`config.mk`:
```
export PLATFORM = sky130hd
export DESIGN_NAME = supernova_cdb_arbiter_flat
export DESIGN_NICKNAME = d
export VERILOG_FILES = /design/src/rtl/supernova_pkg.sv /design/src/rtl/supernova_cdb_arbiter_if.sv /design/src/rtl/supernova_rr_picker.sv /design/src/rtl/supernova_cdb_arbiter.sv /design/src/flat_wrapper.sv
export SDC_FILE = /design/constraint.sdc
export NUM_CORES = 1
export LEC_CHECK = 0
export CAP_MARGIN = 20
export CORE_MARGIN = 8
export CORE_UTILIZATION = 65
export DETAILED_ROUTE_END_ITERATION = 10
export DONT_BUFFER_PORTS = 1
export PLACE_DENSITY = 0.81
export SLEW_MARGIN = 20
export SYNTH_ARGS = -nofsm -noshare
export SYNTH_HDL_FRONTEND = slang
export SYNTH_SLANG_ARGS = --single-unit
```
`constraint.sdc`:
```
create_clock -name clk -period 11.2 [get_ports clk]
set_clock_uncertainty 0.15 [all_clocks]
set_input_delay 1.12 -clock clk [delete_from_list [all_inputs] [get_ports clk]]
set_output_delay 1.12 -clock clk [all_outputs]
set_load 0.05 [all_outputs]
```
`src/rtl/supernova_pkg.sv`:
```
// Shared types and widths for the CDB / ROB writeback path.
package supernova_pkg;

  localparam int GPR_TAG_WIDTH = 7;
  localparam int ROB_IDX_WIDTH = 6;
  localparam int REG_WIDTH     = 32;
  localparam int NUM_CDB_PORTS = 2;

  // One writeback result as carried on a CDB port.
  typedef struct packed {
    logic [GPR_TAG_WIDTH-1:0] gpr_tag;
    logic [REG_WIDTH-1:0]     data;
    logic [ROB_IDX_WIDTH-1:0] rob_idx;
    logic                     exception;
  } cdb_wb_t;

  // Increment a ring index, wrapping n-1 back to 0.
  function automatic int ptr_wrap_inc(input int idx, input int n);
    return (idx + 1 >= n) ? 0 : idx + 1;
  endfunction

endpackage

```
`src/rtl/supernova_cdb_arbiter_if.sv`:
```
// Request side (execution units) and CDB side of the writeback arbiter.
// master = execution units / consumers, slave = the arbiter.
interface supernova_cdb_arbiter_if
  import supernova_pkg::*;
#(
  parameter int NUM_REQ = 4,
  parameter int NUM_CDB = NUM_CDB_PORTS
);

  logic                                      redirect_valid_in;
  logic [NUM_REQ-1:0]                        req_valid_in;
  cdb_wb_t [NUM_REQ-1:0]                     req_wb_in;
  logic [NUM_REQ-1:0]                        req_ready_out;
  logic [NUM_CDB-1:0]                        cdb_valid_out;
  cdb_wb_t [NUM_CDB-1:0]                     cdb_wb_out;
  logic [NUM_CDB-1:0][$clog2(NUM_REQ)-1:0]   cdb_src_out;

  modport slave (
    input  redirect_valid_in, req_valid_in, req_wb_in,
    output req_ready_out, cdb_valid_out, cdb_wb_out, cdb_src_out
  );

  modport master (
    output redirect_valid_in, req_valid_in, req_wb_in,
    input  req_ready_out, cdb_valid_out, cdb_wb_out, cdb_src_out
  );

endinterface

```
`src/rtl/supernova_rr_picker.sv`:
```
// Combinational round-robin picker: grants up to M of N requests, scanning
// from start upward with wrap. The k-th grant in scan order lands on port k.
module supernova_rr_picker #(
  parameter int N = 4,
  parameter int M = 2
) (
  input  logic [N-1:0]          req,
  input  logic [$clog2(N)-1:0]  start,
  output logic [M-1:0][N-1:0]   gnt,
  output logic [M-1:0]          gnt_vld,
  output logic [$clog2(N)-1:0]  last_idx
);

  localparam int IW = $clog2(N);
  localparam int PW = IW + 1;
  localparam int CW = $clog2(M + 1);

  logic [PW-1:0] pos;
  logic [IW-1:0] idx;
  logic [CW-1:0] cnt;

  // Walk the ring once from start; each valid unit takes the next free port.
  always_comb begin
    gnt      = '0;
    gnt_vld  = '0;
    last_idx = '0;
    cnt      = '0;
    pos      = '0;
    idx      = '0;
    for (int j = 0; j < N; j++) begin
      pos = {1'b0, start} + PW'(j);
      if (pos >= PW'(N)) pos = pos - PW'(N);
      idx = pos[IW-1:0];
      if (req[idx] && (cnt < CW'(M))) begin
        for (int k = 0; k < M; k++) begin
          if (cnt == CW'(k)) begin
            gnt[k][idx] = 1'b1;
            gnt_vld[k]  = 1'b1;
          end
        end
        last_idx = idx;
        cnt      = cnt + CW'(1);
      end
    end
  end

endmodule

```
`src/rtl/supernova_cdb_arbiter.sv`:
```
// Shares NUM_CDB CDB/writeback ports among NUM_REQ execution units.
// Round-robin pick each cycle, results registered onto the CDB one cycle later.
module supernova_cdb_arbiter
  import supernova_pkg::*;
#(
  parameter int NUM_REQ = 4,
  parameter int NUM_CDB = NUM_CDB_PORTS
) (
  input  logic                    clk,
  input  logic                    rst,
  supernova_cdb_arbiter_if.slave  bus
);

  localparam int SRC_W = $clog2(NUM_REQ);

  logic [SRC_W-1:0]                 rr_ptr;
  logic [NUM_CDB-1:0][NUM_REQ-1:0]  gnt;
  logic [NUM_CDB-1:0]               gnt_vld;
  logic [SRC_W-1:0]                 last_idx;
  logic                             flush;
  logic [NUM_REQ-1:0]               ready;

  logic [NUM_CDB-1:0]               vld_p0;
  cdb_wb_t [NUM_CDB-1:0]            wb_p0;
  logic [NUM_CDB-1:0][SRC_W-1:0]    src_p0;

  logic [NUM_CDB-1:0]               vld_p1;
  cdb_wb_t [NUM_CDB-1:0]            wb_p1;
  logic [NUM_CDB-1:0][SRC_W-1:0]    src_p1;

  assign flush = bus.redirect_valid_in;

  supernova_rr_picker #(
    .N (NUM_REQ),
    .M (NUM_CDB)
  ) u_picker (
    .req      (bus.req_valid_in),
    .start    (rr_ptr),
    .gnt      (gnt),
    .gnt_vld  (gnt_vld),
    .last_idx (last_idx)
  );

  // p0: grants gated by flush/reset; ports steer the one-hot winner's payload.
  always_comb begin
    ready  = '0;
    vld_p0 = '0;
    wb_p0  = '0;
    src_p0 = '0;
    if (!flush) begin
      vld_p0 = gnt_vld;
      for (int k = 0; k < NUM_CDB; k++) begin
        for (int i = 0; i < NUM_REQ; i++) begin
          if (gnt[k][i]) begin
            wb_p0[k]  = bus.req_wb_in[i];
            src_p0[k] = SRC_W'(i);
          end
        end
      end
      if (!rst) begin
        for (int k = 0; k < NUM_CDB; k++) ready = ready | gnt[k];
      end
    end
  end

  // p1: CDB output registers load every cycle; pointer advances past the last winner.
  always_ff @(posedge clk or posedge rst) begin
    if (rst) begin
      rr_ptr <= '0;
      vld_p1 <= '0;
      wb_p1  <= '0;
      src_p1 <= '0;
    end else begin
      vld_p1 <= vld_p0;
      wb_p1  <= wb_p0;
      src_p1 <= src_p0;
      if (|vld_p0) rr_ptr <= SRC_W'(ptr_wrap_inc(int'(last_idx), NUM_REQ));
    end
  end

  assign bus.req_ready_out = ready;
  assign bus.cdb_valid_out = vld_p1;
  assign bus.cdb_wb_out    = wb_p1;
  assign bus.cdb_src_out   = src_p1;

endmodule

```
`src/flat_wrapper.sv`:
```
// flat-port wrapper written by rule: the top's interface ports become plain ports
module supernova_cdb_arbiter_flat import supernova_pkg::*;
#(
  parameter int NUM_REQ = 4,
  parameter int NUM_CDB = NUM_CDB_PORTS
)
  (clk, rst, bus_redirect_valid_in, bus_req_valid_in, bus_req_wb_in, bus_req_ready_out, bus_cdb_valid_out, bus_cdb_wb_out, bus_cdb_src_out);
  supernova_cdb_arbiter_if #(.NUM_REQ(NUM_REQ), .NUM_CDB(NUM_CDB)) bus_i ();
  input  logic clk;
  input  logic rst;
  input wire logic [$bits(bus_i.redirect_valid_in)-1:0] bus_redirect_valid_in;
  input wire logic [$bits(bus_i.req_valid_in)-1:0] bus_req_valid_in;
  input wire logic [$bits(bus_i.req_wb_in)-1:0] bus_req_wb_in;
  output wire logic [$bits(bus_i.req_ready_out)-1:0] bus_req_ready_out;
  output wire logic [$bits(bus_i.cdb_valid_out)-1:0] bus_cdb_valid_out;
  output wire logic [$bits(bus_i.cdb_wb_out)-1:0] bus_cdb_wb_out;
  output wire logic [$bits(bus_i.cdb_src_out)-1:0] bus_cdb_src_out;
  assign bus_i.redirect_valid_in = bus_redirect_valid_in;
  assign bus_i.req_valid_in = bus_req_valid_in;
  assign bus_i.req_wb_in = bus_req_wb_in;
  assign bus_req_ready_out = bus_i.req_ready_out;
  assign bus_cdb_valid_out = bus_i.cdb_valid_out;
  assign bus_cdb_wb_out = bus_i.cdb_wb_out;
  assign bus_cdb_src_out = bus_i.cdb_src_out;
  supernova_cdb_arbiter #(.NUM_REQ(NUM_REQ), .NUM_CDB(NUM_CDB)) u_core (.clk(clk), .rst(rst), .bus(bus_i));
endmodule
```
==> impl_metrics.toml <==
[run_status]
outcome = "completed"

[sta]
hold_viol = 0
tightest_slew_ns = 1.16
worst_slack_ns = 4.17
fmax_mhz = 142
finalSetupViolCount = 0
rsz0062_at_grt = "false"
relSlewSlack_pct = 22.6
min_period_over_period_pct = 62.8
tns_ns = 0
period_needed_ns = 7.03
drv_slew = 0

[worst_setup_path]
cp-start-kind = "register"
crit_type = "register to primary output"
path_max_fanout = 95
end_kind = "primary output"
cp.required_ns = 9.93
reg2reg_slack_ns = 5.66
r2r_cells = 10
arrival_ns = 5.76

[clocking]
cts-resized-gates = 0
cts.sinks = 100
clockBufferDepth = 2
cts.clk_slew.worst_paths_ns = 0.10
cts_tree = "built"
cts_hold_buffers = 0
clk_root_buffer_cell = "clkbuf_8"
htreeDepth = 3
clock_latency_ns = 0.36
cts_buffers = 9
cts_setup_buffers = 0

[synthesis]
async_reset_ff_share_pct = 100
syn_inst = 774
synth_area_per_cell_sq_um = 8.79
synth_area_sq_um = 6800
synth_edf_count = 0
ys_types = 53
syn_nets = 974
synth_flop_cell = "dfrtp_1"
ys_warn_count = 0
yosysSeqAreaShare_pct = 36.8
synth-seq-cells = 100

[global_routing]
grt_max_degree = 102
antenna_found_initial = 0
grt_overflow = 0
grt_pass1_wl_mm = 41.0
track_usage_pct = 36.3
grt_pass1_vias = 6898

[detailed_routing]
dr.first_iter.drc_count = 1673
wl_mm = 26.7
viasPerCell = 8.46
postRouteAntennaNets = 0
drc_errors = 0
avgRoutedWirePerCell_um = 31.9
drt_first_pass_iters = 10
via_count = 7077

[cells_and_area]
diodes = 0
final_cells = 837
syn_to_final_growth_pct = -0.0919
drive_above_1_share_pct = 7.85
layout_common_cells = "dfrtp_1 (100), nand3_1 (95), nand2_1 (58)"
final_common_cell = "dfrtp_1"
fin_nets = 897

[floorplanning]
ios = 293
row_count = 37
die_h_um = 118
coreArea_sq_um = 10200
die_area_sq_um = 14000
die_x_um = 118
initial_core_util_pct = 66.5

[placed_design]
dp_cells = 822
port_buffers = 0
hpwl_mm = 17.2
place.gp.congestion = 0.924
pre_cts_ws_ns = 4.64

[worst_hold_path]
min_path_type = "primary input to async pin"

[run]
maxCapViolations = 0
[final cells by class]
class                           instances  area (sq um)
Clock inverter                          4          23.8
Sequential cell                       100          2500
Multi-Input combinational cell        563          3820
Tap cell                              136           170
Fill cell                             813          3430
Inverter                               10          40.0
Clock buffer                           11           141
Timing Repair Buffer                   13          97.6
[cells in the mapped netlist, types with 2 or more instances]
cell / instances / area (sq um)
buf_4: 12 / 90.1
a41oi_1: 46 / 403
a311oi_1: 47 / 412
o21ai_0: 2 / 10.0
nand4_1: 46 / 288
mux2i_1: 3 / 30.0
nand3_1: 95 / 475
o31ai_1: 2 / 15.0
mux4_2: 3 / 67.6
or2_2: 2 / 12.5
nor3_1: 2 / 10.0
o211ai_2: 2 / 25.0
a32oi_1: 3 / 26.3
nand2_1: 58 / 218
clkbuf_1: 29 / 109
o211ai_1: 5 / 37.5
nor2_1: 51 / 191
o2111ai_1: 46 / 403
mux2_2: 5 / 56.3
dfrtp_1: 100 / 2500
buf_6: 5 / 56.3
buf_2: 54 / 270
o21a_1: 2 / 15.0
nand2b_1: 3 / 18.8
o211a_1: 2 / 20.0
o21ai_1: 2 / 10.0
o21bai_1: 46 / 345
ha_1: 9 / 113
nor2b_1: 3 / 18.8
a21oi_1: 56 / 280
inv_1: 10 / 37.5
and2_1: 2 / 12.5
[flip-flops by register name, summed over array words and instances (netlist names), named ones only]
signal / cells
u_core.bus.cdb_src_out: 4
u_core.bus.cdb_valid_out: 2
u_core.bus.cdb_wb_out: 92
u_core.rr_ptr: 1
[worst max-delay path, cell delays in order, from the launching register on]
cell	delay (ns)
dfrtp_1	0.77
inv_1	0.22
ha_1	0.50
mux4_2	0.43
ha_1	0.26
or2_2	0.34
o22ai_4	0.37
mux2i_1	0.80
o211a_4	1.03
a21oi_1	0.63
[cell families (layout without fill, tap and decap cells)]
logic type,after synthesis,after routing,synth area share (%)
AO/OA/AOI/OAI,276,276,31.7
XOR/XNOR,1,1,0.129
AND/OR/NAND/NOR,264,264,18.6
adder cells (fa/ha/maj),9,9,1.66
multiplexers,13,13,2.81
flip-flops,100,100,36.8
buffers and inverters,111,38,8.35
[path summary, 6_finish.rpt]
path	start	endpoint
max	register	bus_req_ready_out[2]
min	rst	u_core.bus.cdb_wb_out[86]$_DFF_PP0_
max reg2reg	register	u_core.bus.cdb_wb_out[85]$_DFF_PP0_
min reg2reg	u_core.rr_ptr[1]$_DFFE_PP0P_	u_core.rr_ptr[1]$_DFFE_PP0P_
max in group asynchronous	rst	u_core.bus.cdb_wb_out[26]$_DFF_PP0_
min in group clk	bus_redirect_valid_in	u_core.bus.cdb_src_out[2]$_DFF_PP0_
[through the flow]
stage	util, %	area, sq um	hold slack (ns)
6_report	66.4	6800	0.583
5_1_grt	66.4	6800	0.608
4_1_cts	66.4	6800	0.597
3_5_place_dp	64.8	6630	0.681
3_3_place_gp	64.8	6630	0.651
2_1_floorplan	-	6800	0.509
[layer usage]
metal	global-route usage, %	vias to the layer above	part of all wire, %
li1	-	2896	-
met1	42.2	3312	33
met2	58.2	742	46
met3	13.9	127	16
met4	17.1	0	4.6
met5	0	-	0
Power is left out: the tool's default activity adds up to more than one toggle a clock period on the data nets, which glitch-free logic cannot reach.
